**config.mk**
```make
export PLATFORM = sky130hd
export DESIGN_NAME = traffic_light_param_ctrl
export DESIGN_NICKNAME = d
export VERILOG_FILES = /design/src/rtl/traffic_light_param_ctrl.sv
export SDC_FILE = /design/constraint.sdc
export NUM_CORES = 1
export LEC_CHECK = 0
export ABC_AREA = 1
export BUFFER_PORTS_ARGS = -buffer_cell sky130_fd_sc_hd__buf_4
export CORE_ASPECT_RATIO = 1.25
export CORE_MARGIN = 5
export CORE_UTILIZATION = 40
export DETAILED_ROUTE_END_ITERATION = 8
export GPL_TIMING_DRIVEN = 0
export PLACE_DENSITY = 0.54
export SYNTH_ARGS = -nofsm -noshare
export SYNTH_HDL_FRONTEND = slang
export SYNTH_SLANG_ARGS = --single-unit
```
**constraint.sdc**
```tcl
create_clock -name CLK -period 2.6 [get_ports CLK]
set_input_delay 0 -clock CLK [delete_from_list [all_inputs] [get_ports CLK]]
set_output_delay 0 -clock CLK [all_outputs]
set_load 0.01 [all_outputs]
```
**src/rtl/traffic_light_param_ctrl.sv**
```systemverilog
// Two-phase intersection controller with pedestrian early exit and a flashing-yellow maintenance mode.
// All lamps come from registers loaded with the decode of the next state, so no input reaches an output combinationally.
module traffic_light_param_ctrl #(
  parameter int T_GREEN     = 8,
  parameter int T_MIN_GREEN = 4,
  parameter int T_YELLOW    = 3,
  parameter int T_ALLRED    = 2,
  parameter int FLASH_HALF  = 2,
  parameter int CNT_W       = 8
) (
  input  logic CLK,
  input  logic RST,
  input  logic PED_NS,
  input  logic PED_EW,
  input  logic FLASH,
  output logic RNS,
  output logic YNS,
  output logic GNS,
  output logic REW,
  output logic YEW,
  output logic GEW,
  output logic WALK_NS,
  output logic WALK_EW
);

  typedef enum logic [2:0] {
    ar_ns = 3'd0,
    ns_g  = 3'd1,
    ns_y  = 3'd2,
    ar_ew = 3'd3,
    ew_g  = 3'd4,
    ew_y  = 3'd5,
    fl    = 3'd6
  } state_t;

  localparam logic [CNT_W-1:0] GREEN_LAST  = CNT_W'(T_GREEN - 1);
  localparam logic [CNT_W-1:0] MIN_LAST    = CNT_W'(T_MIN_GREEN - 1);
  localparam logic [CNT_W-1:0] YELLOW_LAST = CNT_W'(T_YELLOW - 1);
  localparam logic [CNT_W-1:0] ALLRED_LAST = CNT_W'(T_ALLRED - 1);
  localparam logic [CNT_W-1:0] HALF_LAST   = CNT_W'(FLASH_HALF - 1);
  localparam logic [CNT_W-1:0] TIMER_MAX   = {CNT_W{1'b1}};

  state_t           state_r, state_nxt_s;
  logic [CNT_W-1:0] timer_r, timer_nxt_s;
  logic [CNT_W-1:0] fcnt_r, fcnt_nxt_s;
  logic             phase_r, phase_nxt_s;
  logic             pend_ns_r, pend_ns_nxt_s, pend_ew_r, pend_ew_nxt_s;
  logic             walk_ns_r, walk_ns_nxt_s, walk_ew_r, walk_ew_nxt_s;
  logic             enter_nsg_s, enter_ewg_s, enter_fl_s;
  logic             rns_r, yns_r, gns_r, rew_r, yew_r, gew_r;
  logic             rns_s, yns_s, gns_s, rew_s, yew_s, gew_s;

  // Next-state selection: timed sequence, early exit on cross request, flash diversion.
  always_comb begin
    state_nxt_s = state_r;
    case (state_r)
      ar_ns: if (timer_r == ALLRED_LAST) state_nxt_s = FLASH ? fl : ns_g;
             else state_nxt_s = ar_ns;
      ns_g:  if (timer_r == GREEN_LAST || FLASH || (pend_ew_r && timer_r >= MIN_LAST)) state_nxt_s = ns_y;
             else state_nxt_s = ns_g;
      ns_y:  if (timer_r == YELLOW_LAST) state_nxt_s = ar_ew;
             else state_nxt_s = ns_y;
      ar_ew: if (timer_r == ALLRED_LAST) state_nxt_s = FLASH ? fl : ew_g;
             else state_nxt_s = ar_ew;
      ew_g:  if (timer_r == GREEN_LAST || FLASH || (pend_ns_r && timer_r >= MIN_LAST)) state_nxt_s = ew_y;
             else state_nxt_s = ew_g;
      ew_y:  if (timer_r == YELLOW_LAST) state_nxt_s = ar_ns;
             else state_nxt_s = ew_y;
      fl:    if (!FLASH) state_nxt_s = ar_ns;
             else state_nxt_s = fl;
      default: state_nxt_s = ar_ns;
    endcase
  end

  // Timers, flash phase, pending requests and walk grants for the next cycle.
  always_comb begin
    enter_nsg_s = (state_nxt_s == ns_g) && (state_r != ns_g);
    enter_ewg_s = (state_nxt_s == ew_g) && (state_r != ew_g);
    enter_fl_s  = (state_nxt_s == fl) && (state_r != fl);

    if (state_nxt_s != state_r) timer_nxt_s = {CNT_W{1'b0}};
    else if (timer_r == TIMER_MAX) timer_nxt_s = timer_r;
    else timer_nxt_s = timer_r + {{(CNT_W-1){1'b0}}, 1'b1};

    if (state_r == fl && !enter_fl_s) begin
      if (fcnt_r == HALF_LAST) begin
        fcnt_nxt_s  = {CNT_W{1'b0}};
        phase_nxt_s = ~phase_r;
      end else begin
        fcnt_nxt_s  = fcnt_r + {{(CNT_W-1){1'b0}}, 1'b1};
        phase_nxt_s = phase_r;
      end
    end else begin
      fcnt_nxt_s  = {CNT_W{1'b0}};
      phase_nxt_s = 1'b1;
    end

    // A request arriving on the entry edge is dropped from pending but still granted a walk.
    pend_ns_nxt_s = enter_nsg_s ? 1'b0 : (pend_ns_r | PED_NS);
    pend_ew_nxt_s = enter_ewg_s ? 1'b0 : (pend_ew_r | PED_EW);

    if (state_nxt_s != ns_g) walk_ns_nxt_s = 1'b0;
    else if (enter_nsg_s) walk_ns_nxt_s = pend_ns_r | PED_NS;
    else walk_ns_nxt_s = walk_ns_r;

    if (state_nxt_s != ew_g) walk_ew_nxt_s = 1'b0;
    else if (enter_ewg_s) walk_ew_nxt_s = pend_ew_r | PED_EW;
    else walk_ew_nxt_s = walk_ew_r;
  end

  // Lamp decode of the state being entered.
  always_comb begin
    rns_s = 1'b0; yns_s = 1'b0; gns_s = 1'b0;
    rew_s = 1'b0; yew_s = 1'b0; gew_s = 1'b0;
    case (state_nxt_s)
      ar_ns, ar_ew: begin rns_s = 1'b1; rew_s = 1'b1; end
      ns_g:         begin gns_s = 1'b1; rew_s = 1'b1; end
      ns_y:         begin yns_s = 1'b1; rew_s = 1'b1; end
      ew_g:         begin gew_s = 1'b1; rns_s = 1'b1; end
      ew_y:         begin yew_s = 1'b1; rns_s = 1'b1; end
      fl:           begin yns_s = phase_nxt_s; yew_s = phase_nxt_s; end
      default:      begin rns_s = 1'b1; rew_s = 1'b1; end
    endcase
  end

  // State, flags and output registers with synchronous reset.
  always_ff @(posedge CLK) begin
    if (RST) begin
      state_r   <= ar_ns;
      timer_r   <= {CNT_W{1'b0}};
      fcnt_r    <= {CNT_W{1'b0}};
      phase_r   <= 1'b1;
      pend_ns_r <= 1'b0;
      pend_ew_r <= 1'b0;
      walk_ns_r <= 1'b0;
      walk_ew_r <= 1'b0;
      rns_r <= 1'b1; yns_r <= 1'b0; gns_r <= 1'b0;
      rew_r <= 1'b1; yew_r <= 1'b0; gew_r <= 1'b0;
    end else begin
      state_r   <= state_nxt_s;
      timer_r   <= timer_nxt_s;
      fcnt_r    <= fcnt_nxt_s;
      phase_r   <= phase_nxt_s;
      pend_ns_r <= pend_ns_nxt_s;
      pend_ew_r <= pend_ew_nxt_s;
      walk_ns_r <= walk_ns_nxt_s;
      walk_ew_r <= walk_ew_nxt_s;
      rns_r <= rns_s; yns_r <= yns_s; gns_r <= gns_s;
      rew_r <= rew_s; yew_r <= yew_s; gew_r <= gew_s;
    end
  end

  assign RNS     = rns_r;
  assign YNS     = yns_r;
  assign GNS     = gns_r;
  assign REW     = rew_r;
  assign YEW     = yew_r;
  assign GEW     = gew_r;
  assign WALK_NS = walk_ns_r;
  assign WALK_EW = walk_ew_r;

endmodule

```
==> results.yml, run 1 <==
power:
  sequentialPowerShare: 0.355
  vdd_ir_drop_max_uv: 451.3
  leakage_nw: 0.8352
  p_clk_frac: 0.276
  switching_share: 0.3694
  p_int_mw: 1.037
  switchingPower_mw: 0.6078
  power_frac_comb: 0.370
  power_density_mw_per_mm2: 886.0
clock_tree:
  cts_tree: "built"
  numCtsBuffers: 5
  clk_latency_ps: 270
  h-tree-depth: 2
  clock_sinks: 30
  clockBufferDepth: 2
  clk_pin_slew_ps: 60
  cts_root_buffer: "clkbuf_8"
yosys:
  netlist_area_sq_mm: 0.001580
  synth_warnings: 0
  synth_fp_nets: 233
  yosysTopAreaCellShare: 0.3800
  synth_cell_type_count: 28
  synth_area_leaders: "dfxtp_1 (38%), inv_1 (9.5%), nand2_1 (8.8%)"
  ys_seq_area_frac: 0.3800
  syn-instance-count: 223
  synth_area_leader_cell: "dfxtp_1"
  ys_ff_latch: 30
  avgSynthCellArea_sq_um: 7.086
layout:
  antenna_cells: 0
  regArea_sq_um: 600.6
  final_area_sq_mm: 0.001857
  drive_gt1_frac: 0.1762
  fillers: 415
  nNetsFinal: 253
  multi_input_area_sq_um: 825.8
  stdcell_count: 298
  final_util: 0.4866
  area_growth_syn_to_layout_pct: 17.50
critical_path:
  worst-setup-path-type: "flip-flop to flip-flop"
  cp-end-kind: "flip-flop"
  slowest_stage: "dfxtp_1"
  worst_path_largest_cell_delay_ps: 410
  path_cells: "ha_1, nand4_1, nor3_2, inv_1, nand3_1, xor2_1, nor2_1"
  crit_required_ps: 2770
  start_kind: "flip-flop"
  arrival_ps: 1920
  critPathMaxFanout: 6
floorplan:
  die_h_microns: 80.28
  ios: 13
  coreArea_sq_mm: 0.003816
  fp.dieW_microns: 66.22
  row_count: 25
  initial_utilization: 0.4141
  die-area_sq_mm: 0.005316
routing:
  routed_via_density: 4.490
  drcViolationCount: 0
  dr.pass1.iters: 4
  num_vias: 1338
  ant_nets: 0
  routed_wl_microns: 2885
  drt_iter0_drc: 37
  avgRoutedWirePerCell_microns: 9.681
placed_design:
  gp_congestion: 0.7544
  place_area_sq_mm: 0.001738
  port_buffers: 12
  dpl.hpwl_microns: 2270
  dp.cells: 289
timing:
  setup_tns_ps: 0
  slew_violations: 0
  rsz0062_at_grt: "no"
  worstMarginPinSlew_ps: 411.4
  min_period_over_period: 0.6729
  maxSlewHeadroom: 0.7242
  skew_ps: 1.278
  fmax_mhz: 571.6
  setup_viol: 0
  fin_crit_ps: 1749
  final_hold_viol_count: 0
worst_hold_path:
  hold_class: "input port to flip-flop"
grt:
  grt_max_degree: 11
  grt_overflow_total: 0
  gr-usage-all-layers: 0.1311
  grt_pass1_vias: 1272
  antenna_found_initial: 0
  grt_pass1_wl_microns: 5313
run:
  maxCapViolCount: 0
outcome:
  status: "finished clean"
==> worst paths after layout <==
| kind | start | endpoint | slack (ps) | cells after the start |
|---|---|---|---|---|
| min reg2reg | fcnt_r[0] | fcnt_r[0] | 470 | 1 |
| min | PED_NS | pend_ns_r | 40 | 5 |
| max | timer_r[0] | timer_r[5] | 850 | 7 |
| max reg2reg | timer_r[0] | timer_r[5] | 850 | 7 |
==> kinds of logic (layout without fill, tap and decap cells) <==
family / count (synthesis) / after routing / synth area share
adder cells (fa/ha/maj): 5 / 5 / 0.03959
buffers and inverters: 41 / 62 / 0.09738
AO/OA/AOI/OAI: 21 / 21 / 0.07759
AND/OR/NAND/NOR: 121 / 121 / 0.3777
flip-flops: 30 / 30 / 0.3801
XOR/XNOR: 5 / 5 / 0.02771
==> stage by stage <==
| stage | hold WS (ps) | setup WS, ps | power [mW] |
|---|---|---|---|
| 6_report | 36.39 | 850.6 | 1.645 |
| 5_1_grt | 90.04 | 635.7 | 1.788 |
| 4_1_cts | 34.11 | 823.6 | 1.676 |
| 3_5_place_dp | 230.7 | 836.5 | 1.209 |
| 3_3_place_gp | 230.7 | 854.8 | 1.216 |
| 2_1_floorplan | 72.38 | 1068 | 1.059 |
==> flip-flops by register name, indices dropped and copies added (netlist names) <==
register and flops:
RNS 1, pend_ns_r 1, phase_r 1, GEW 1, REW 1, YEW 1, WALK_NS 1, GNS 1
state_r 3, YNS 1, timer_r 8, pend_ew_r 1, WALK_EW 1, fcnt_r 8
==> worst max-delay path: cells and delay by family, from the launching register on <==
family        cells  cell delay, ps
xor+xnor          1             150
fa+ha+maj         1             260
buf+inv           1             120
flops             1             410
simple gates      4             700
==> cell type report <==
class / count / share of cell area
Timing Repair Buffer: 13 / 0.05391
Clock buffer: 5 / 0.03706
Multi-Input combinational cell: 152 / 0.4447
Inverter: 41 / 0.08288
Tap cell: 54 / 0.03639
Sequential cell: 30 / 0.3235
Clock inverter: 3 / 0.02156
==> repair_timing <==
item / in CTS / in global routing
gates resized for setup: 0 / 0
buffers inserted: 0 / 0
endpoints found under the hold margin: 6 / 0
hold buffers: 1 / 0
==> synth_stat cells <==
master,count
inv_2,1
nor3_1,5
nand3_4,1
o21bai_2,1
nand2_2,6
dfxtp_1,30
o21a_1,1
xor2_1,5
nor2_1,35
ha_1,5
nand3_2,1
o21bai_1,1
nor2_8,1
a21oi_1,9
nor3_2,1
nor3b_1,3
a21oi_2,1
nor2_4,1
o21ai_0,4
o21ai_1,3
nand4_1,5
nor2_2,6
o211ai_1,1
or2_2,2
inv_1,40
nand2_4,1
nand2_1,37
nand3_1,16
==> power groups by stage <==
stage | Combinational [mW] | Sequential, mW | Clock, mW
6_report | 0.608 | 0.583 | 0.454
5_1_grt | 0.698 | 0.595 | 0.495
2_1_floorplan | 0.462 | 0.597 | 0
3_3_place_gp | 0.623 | 0.593 | 0
4_1_cts | 0.621 | 0.583 | 0.472
3_5_place_dp | 0.617 | 0.592 | 0
==> metal layers <==
| layer | up-vias | GRT usage | share of wire |
|---|---|---|---|
| met2 | 13 | 0.2095 | 0.46 |
| met4 | 0 | 0.06098 | 0.020 |
| met1 | 583 | 0.1565 | 0.49 |
| met3 | 6 | 0.04336 | 0.035 |
| li1 | 736 | - | - |
| met5 | - | 0 | 0 |
==> cells in the final DEF (no fill, tap or decap), drive strengths merged <==
cell and count:
a21oi 10, nand4 5, dlygate4sd3 1, nor2 43
xor2 5, or2 2, bufinv 1, o21a 1
ha 5, o21ai 7, nor3 6, nand2 44
clkbuf 5, inv 41, o21bai 2, o211ai 1
nand3 18, nor3b 3, clkinv 2, dfxtp 30
buf 12
No activity file was read; power rests on OpenSTA's default activity.
==> run 2: changes to the inputs <==
ABC_AREA = 0   (was 1)
clock period = 1.8 ns   (was 2.6 ns; I/O delays follow)
==> results.yml, run 2 <==
critical_path:
  crit_required_ps: 2000
  reg2reg_slack_ps: -190
  cp-end-kind: "flip-flop"
  start_kind: "flip-flop"
  critPathMaxFanout: 8
  arrival_ps: 2200
  worst-setup-path-type: "flip-flop to flip-flop"
layout:
  area_growth_syn_to_layout_pct: 36.23
  drive_gt1_frac: 0.4286
  multi_input_area_sq_mm: 0.001140
  fillers: 375
  largest_registers: "fcnt_r (8), timer_r (8), state_r (3)"
  regArea_sq_um: 614.3
  final_common_cell: "dfxtp_1"
  final_util: 0.5538
  final_area_sq_mm: 0.002216
  mostFrequentLayoutCells: "dfxtp_1 (23), nor2_1 (22), buf_4 (18), clkbuf_8 (11), nand2_1 (8)"
  nNetsFinal: 219
  antenna_cells: 0
grt:
  use_met2: 0.2380
  gr-usage-all-layers: 0.1429
  grt_max_degree: 11
  grt_pass1_wl_microns: 5878
  grtUsageMet3: 0.03873
  grt_pass1_vias: 1281
  antenna_found_initial: 0
  grt-busiest-layer: "met2"
  grtUsageMet1: 0.1697
  grt_overflow_total: 0
routing:
  routed_via_density: 5.045
  routed_wl_microns: 3576
  drcViolationCount: 0
  ant_nets: 0
  dr.pass1.iters: 4
  drt_iter0_drc: 71
  avgRoutedWirePerCell_microns: 13.44
  num_vias: 1342
placed_design:
  port_buffers: 11
  dpl.hpwl_microns: 2519
  gp_congestion: 0.7604
  place_area_sq_mm: 0.001837
power:
  power_density_mw_per_mm2: 1533
  p_total_mw: 3.398
  p_clk_frac: 0.187
  leakage_nw: 0.8372
  sequentialPowerShare: 0.267
  p_int_mw: 2.115
  power_frac_comb: 0.546
  vdd_ir_drop_max_uv: 627.3
  switchingPower_mw: 1.283
  switching_share: 0.3777
yosys:
  synth_most_common_cell: "dfxtp_1"
  yosysTopAreaCellShare: 0.3692
  ys.flop_type: "dfxtp_1"
  synth_common_cells: "dfxtp_1 (30), nor2_1 (28), nand2_1 (9)"
  ys_ff_latch: 30
  synth_fp_nets: 192
  ys_seq_area_frac: 0.3692
  synth_cell_type_count: 52
  synthArstFlopShare: 0
  netlist_area_sq_mm: 0.001627
  synth_area_leaders: "dfxtp_1 (37%), nor2_1 (6.5%), ha_1 (3.8%)"
  synth_warnings: 0
  synth_area_leader_cell: "dfxtp_1"
  avgSynthCellArea_sq_um: 8.937
  syn-instance-count: 182
  synth-edff-count: 0
floorplan:
  initial_utilization: 0.4065
  ios: 13
  die-area_sq_mm: 0.005450
  coreArea_sq_mm: 0.004001
  fp.dieW_microns: 67.04
  die_h_microns: 81.30
  row_count: 26
timing:
  worstMarginPinSlew_ps: 373.3
  setup_slack_ps: -194.7
  setup_tns_ps: -2389
  rsz0062_at_grt: "yes"
  fin_crit_ps: 1995
  skew_ps: 10.02
  slew_violations: 0
  fmax_mhz: 501.3
  final_hold_viol_count: 0
  min_period_over_period: 1.108
  setup_viol: 16
  fin_hold_ws_ps: 14.52
  maxSlewHeadroom: 0.7501
clock_tree:
  numCtsBuffers: 5
  clockBufferDepth: 2
  clk_latency_ps: 280
  h-tree-depth: 2
  clk_pin_slew_ps: 60
  cts_tree: "built"
  cts_root_buffer: "clkbuf_8"
  clock_sinks: 30
outcome:
  violations: "negative setup slack"
  status: "finished, violations left"
run:
  maxCapViolCount: 0
worst_hold_path:
  hold_class: "input port to flip-flop"
-- run 2: cell types whose count changed after synthesis, sizes merged, moves of 4 or more --
cell   delta
inv      -33
nor2     -15
xnor2     +5
nand2    -35
nand3    -11
buf       +4
a21oi     -4
and3      +9
or3       +5
nor4      +4
-- run 2: timing repair --
action                                  4_1_cts  5_1_grt
buffers inserted                              5        3
endpoints found under the hold margin         1        0
resized for setup                            15       32
endpoints found under the setup margin       17       20
pin swaps                                    11       20
hold buffers                                  1        0
-- run 2: metrics by stage --
stage	std cells	setup WS, ps
2_1_floorplan	182	-82.56
3_3_place_gp	249	-298.1
3_5_place_dp	249	-329.1
4_1_cts	263	-220.9
5_1_grt	266	-295.5
6_report	266	-194.7
-- run 2: critical path, stage by stage, from the launching register on --
cell      delay (ps)
dfxtp_4          380
ha_4             190
or3_4            360
o21ai_2          130
a211oi_1          80
nand3b_4         200
a211o_4          420
nor3_2           170
-- run 2: area by class of cell --
| cell class | instances | share of cell area |
|---|---|---|
| flip-flops and latches | 30 | 0.2772 |
| well taps | 56 | 0.03162 |
| repair buffers | 20 | 0.07792 |
| multi-input cells | 137 | 0.5144 |
| inverters | 8 | 0.01355 |
| clock buffers | 8 | 0.04969 |
| plain buffers | 7 | 0.03557 |
-- run 2: kinds of logic (layout without fill, tap and decap cells) --
logic type | count (synthesis) | in the layout | synth area share
multiplexers | 1 | 1 | 0.006154
adder cells (fa/ha/maj) | 5 | 5 | 0.03846
AO/OA/AOI/OAI | 29 | 29 | 0.1239
buffers and inverters | 15 | 43 | 0.06692
AND/OR/NAND/NOR | 92 | 92 | 0.3415
flip-flops | 30 | 30 | 0.3692
XOR/XNOR | 10 | 10 | 0.05384
-- run 2: power groups by stage --
stage                     Clock (mW)  Combinational, mW  Sequential, mW
final                          0.637               1.85           0.907
after global routing           0.691               2.00           0.926
after CTS                      0.657               1.53           0.890
after detailed placement           0               1.36           0.887
after global placement             0               1.34           0.888
after floorplan                    0               1.04           0.900
-- run 2: routing by layer --
metal | part of all wire | vias up | routed length, microns
met2 | 0.53 | 16 | 1880
met1 | 0.42 | 630 | 1500
li1 | - | 689 | -
met4 | 0.016 | 0 | 59
met3 | 0.038 | 7 | 135
met5 | 0 | - | 0
-- run 2: final timing paths --
check | from | end | cells after the start
worst max-delay path | timer_r[0] | timer_r[7] | 7
worst min-delay path | PED_NS | pend_ns_r | 3
worst max register to register | timer_r[0] | timer_r[7] | 7
worst min register to register | fcnt_r[0] | fcnt_r[0] | 1
